File: src/rtl/mux_nx1_reg.sv
// N-input, WIDTH-bit multiplexer with valid/ready channels and a one-deep registered output.
// Grants come from an explicit select or a round-robin scan starting at rr_ptr.
module mux_nx1_reg #(
   parameter int unsigned N_INPUTS = 4,
   parameter int unsigned WIDTH    = 32,
   localparam int unsigned SEL_W   = $clog2(N_INPUTS)
) (
   input  logic                      clk,
   input  logic                      rst_n,
   input  logic [N_INPUTS*WIDTH-1:0] in_data,
   input  logic [N_INPUTS-1:0]       in_valid,
   output logic [N_INPUTS-1:0]       in_ready,
   input  logic                      mode,
   input  logic [SEL_W-1:0]          sel,
   output logic [WIDTH-1:0]          out_data,
   output logic                      out_valid,
   input  logic                      out_ready,
   output logic [SEL_W-1:0]          out_src
);

   logic [WIDTH-1:0] out_data_d, out_data_q;
   logic             out_valid_d, out_valid_q;
   logic [SEL_W-1:0] out_src_d, out_src_q;
   logic [SEL_W-1:0] rr_ptr_d, rr_ptr_q;

   logic             can_load;
   logic             grant_found;
   logic [SEL_W-1:0] grant_idx;
   logic             xfer;
   logic [WIDTH-1:0] grant_data;
   int unsigned      best_off;
   int unsigned      off;
   int unsigned      rr_int;

   assign can_load = !out_valid_q || out_ready;

   // Grant selection. In round-robin mode the channel with the smallest distance
   // (mod N_INPUTS) from rr_ptr wins, so indices >= N_INPUTS are never produced.
   always_comb begin
      grant_found = 1'b0;
      grant_idx   = '0;
      best_off    = N_INPUTS;
      off         = 0;
      rr_int      = int'(rr_ptr_q);
      if (!mode) begin
         for (int unsigned i = 0; i < N_INPUTS; i++) begin
            if (sel == SEL_W'(i) && in_valid[i]) begin
               grant_found = 1'b1;
               grant_idx   = SEL_W'(i);
            end
         end
      end else begin
         for (int unsigned i = 0; i < N_INPUTS; i++) begin
            off = (i >= rr_int) ? (i - rr_int) : (i + N_INPUTS - rr_int);
            if (in_valid[i] && off < best_off) begin
               best_off    = off;
               grant_found = 1'b1;
               grant_idx   = SEL_W'(i);
            end
         end
      end
   end

   assign xfer = grant_found && can_load;

   always_comb begin
      in_ready   = '0;
      grant_data = '0;
      for (int unsigned i = 0; i < N_INPUTS; i++) begin
         if (grant_idx == SEL_W'(i)) begin
            in_ready[i] = rst_n && xfer;
            grant_data  = in_data[i*WIDTH +: WIDTH];
         end
      end
   end

   always_comb begin
      out_data_d  = out_data_q;
      out_src_d   = out_src_q;
      out_valid_d = out_valid_q;
      rr_ptr_d    = rr_ptr_q;
      if (xfer) begin
         out_data_d  = grant_data;
         out_src_d   = grant_idx;
         out_valid_d = 1'b1;
         if (mode) begin
            rr_ptr_d = (int'(grant_idx) == N_INPUTS - 1) ? '0 : grant_idx + SEL_W'(1);
         end
      end else if (out_ready) begin
         out_valid_d = 1'b0;
      end
   end

   always_ff @(posedge clk or negedge rst_n) begin
      if (!rst_n) begin
         out_data_q  <= '0;
         out_valid_q <= 1'b0;
         out_src_q   <= '0;
         rr_ptr_q    <= '0;
      end else begin
         out_data_q  <= out_data_d;
         out_valid_q <= out_valid_d;
         out_src_q   <= out_src_d;
         rr_ptr_q    <= rr_ptr_d;
      end
   end

   assign out_data  = out_data_q;
   assign out_valid = out_valid_q;
   assign out_src   = out_src_q;

endmodule
File: config.mk
export PLATFORM = sky130hd
export DESIGN_NAME = mux_nx1_reg
export DESIGN_NICKNAME = d
export VERILOG_FILES = /design/src/rtl/mux_nx1_reg.sv
export SDC_FILE = /design/constraint.sdc
export NUM_CORES = 1
export LEC_CHECK = 0
export BUFFER_PORTS_ARGS = -buffer_cell sky130_fd_sc_hd__buf_4
export CORE_MARGIN = 10
export CORE_UTILIZATION = 39
export DETAILED_ROUTE_END_ITERATION = 8
export GPL_TIMING_DRIVEN = 1
export PLACE_DENSITY_LB_ADDON = 0.08
export SLEW_MARGIN = 30
export SYNTH_ARGS = -nofsm -noshare
export SYNTH_HDL_FRONTEND = slang
export SYNTH_SLANG_ARGS = --single-unit
File: constraint.sdc
create_clock -name clk -period 9.4 [get_ports clk]
set_input_delay 0 -clock clk [delete_from_list [all_inputs] [get_ports clk]]
set_output_delay 0 -clock clk [all_outputs]
set_load 0.03 [all_outputs]
==> results.cfg <==
[outcome]
outcome = complete, no violations

[critical_path]
worstPathRequired_ps = 9610
r2r_cells = 29
slowest_delay_ps = 490
critPathSlowestCell = o21ai_0
crit_buf_inv = 4
worstPathMaxFanout = 35
crit_type = reg -> reg
timing.critical_path.from = rr_ptr_q[1]
end_kind = flip-flop
worst-path-stages = 29
regToRegSetupSlack_ps = 3410
crit_path_frequent_cell = a21oi_1
cpLargestDelayFamily = compound AO/OA/AOI/OAI gates
worstReg2RegEnd = out_data[14]
timing.rr.start = rr_ptr_q[1]
critPathArrivalTime_ps = 6200
start_kind = flip-flop

[route]
wirelength_mm = 10.5
drc = 0
firstDrtPassIters = 4
viasPerCell = 5.17
drt_iter0_drc = 139
antenna_left = 0
wl_per_cell_um = 17.3
vias = 3145

[logic_synthesis]
synth.top_cells.by_count = a21oi_1 (40), nand2_1 (40), dfrtp_1 (37)
synth_edf_count = 0
ys_seq_elements = 37
synth_top_cell_by_area = dfrtp_1
synth.avg_cell_area_um2 = 8.09
netlist.area_leader.share_pct = 33.8
syn_inst = 339
ys_types = 37
synthArstFlopShare_pct = 100
synth_area_um2 = 2740
yosys_warnings = 0
ys_seq_area_share_pct = 33.8
netlist_top_cells_area = dfrtp_1 (34%), a221oi_1 (9.9%), nor2b_1 (8.0%)
synth_flop_cell = dfrtp_1

[clock_tree]
post_cts_buffers = 0
clockRootBuffer = clkbuf_8
clkTransAtPathRegs_ps = 70
numCtsBuffers = 5
cts_tree = yes
cts_buffer_depth = 2
clkLatencyLatePin_ps = 290
htree_levels = 2
cts.sinks = 37
cts_hold_buf = 17
cts_resized = 0

[global_routing]
grt_max_degree = 66
grt_pass1_vias = 3296
grt_antenna_before_repair = 0
overflow = 0
grt_first_pass_wirelength_mm = 16.6
grt_usage_pct = 18.5

[pwr]
vdd_drop_max_v = 0.000132
power.leakage_nw = 2.10
cellPowerDensity_nw_per_um2 = 298

[die]
dieArea_um2 = 10800
die_w_um = 104
coreArea_um2 = 6830
ioPinCount = 177
dieHeight_um = 104
fp-row-count = 30
start_util_pct = 40.1

[min_path]
hold_class = in -> reg
min_path_cells = 3
worstHoldStart = in_data[107]
min_to = out_data[11]

[placed_design]
routabilityCongestion = 0.901
placed_cells = 584
portBuffers = 176
placed_area_um2 = 4100
dp_hpwl_mm = 8.05

[layout]
drive_gt1_share_pct = 38.3
fin_cells = 608
design_area_um2 = 4370
syn_to_final_growth_pct = 59.2
num_antenna_cells = 0
nNetsFinal = 663

[timing]
hold_viol = 0
clock_skew_ps = 2.51
max_freq_mhz = 167
fin_setup_tns_ps = 0
fin_crit_ps = 5990
period_share_pct = 63.7
setup_viol = 0
rsz0062_at_grt = false
maxSlewHeadroom_pct = 54.9
slew_viol_final = 0
worst_pin_slew_ps = 677

[flow_run]
cap_violations = 0
==> layout by cell type (no fill, tap or decap), types with 2 or more instances in the layout <==
cell type      count
o21ai_0           36
clkbuf_8           6
nor3b_1            2
dfrtp_1           37
nor3_1            31
conb_1             2
a221oi_1          31
inv_1              6
nor2b_1           34
and2_1             2
nand2b_1           3
ha_1              11
mux2_4             2
buf_4            178
dlygate4sd3_1     17
a21oi_1           40
nand2_1           39
mux2i_1            4
nor2_1             5
ha_4               2
and3_1             4
==> per-stage QoR <==
| stage | worst slack (ps) | hold slack, ps | utilization, % | power [mW] |
|---|---|---|---|---|
| global placement | 3840 | 12.1 | 59.8 | 1.16 |
| finish | 3410 | 3.09 | 63.9 | 1.30 |
| detailed placement | 3490 | 19.1 | 60.0 | 1.18 |
| global route | 2960 | 17.7 | 63.9 | 1.42 |
| CTS | 3450 | 0.219 | 63.8 | 1.31 |
| floorplan | 4530 | -296 | - | 0.898 |
==> worst register-to-register path: cells and delay by family (launching register included) <==
family / cells / cell delay, ps
flops: 1 / 450
fa+ha+maj: 5 / 1230
simple gates: 6 / 860
mux: 1 / 290
compound gates: 13 / 2330
buf+inv: 4 / 760
==> metal layers <==
metal	part of all wire (%)	global-route usage, %
met4	1.4	4.87
met5	0	0
met3	8.8	7.62
met2	52	33.8
met1	37	19.0
==> worst max-delay path by stage <==
stage                     slack [ps]           end
after detailed placement        3490  out_data[14]
after floorplan                 4530  out_data[14]
after global routing            2960  out_data[24]
final                           3410  out_data[14]
after global placement          3840  out_data[14]
after CTS                       3450  out_data[14]
==> sequential cells by signal, indices dropped and copies added, names as in the netlist <==
signal / count
out_data: 32
out_src: 2
out_valid: 1
rr_ptr_q: 2
==> power by group <==
part           internal (mW)  switching (mW)
logic                  0.378           0.532
clock network         0.0583          0.0590
registers              0.231          0.0429
==> final cells by class <==
class | instances | area [um^2]
inverter | 6 | 22.5
clock buffer | 7 | 86.3
tap | 96 | 120
fill | 616 | 2460
timing repair buffer | 195 | 1510
sequential | 37 | 926
multi-input combinational | 267 | 1710
==> cells by family (layout without fill, tap and decap cells) <==
logic type	after synthesis	in the layout	share of synthesized area (%)
fa+ha+maj	13	13	5.93
flops	37	37	33.8
simple gates	128	128	24.3
compound gates	117	117	27.0
mux	7	7	3.38
other cells	1	2	0.137
buf+inv	36	208	5.47
(Power assumes the default switching activity.)
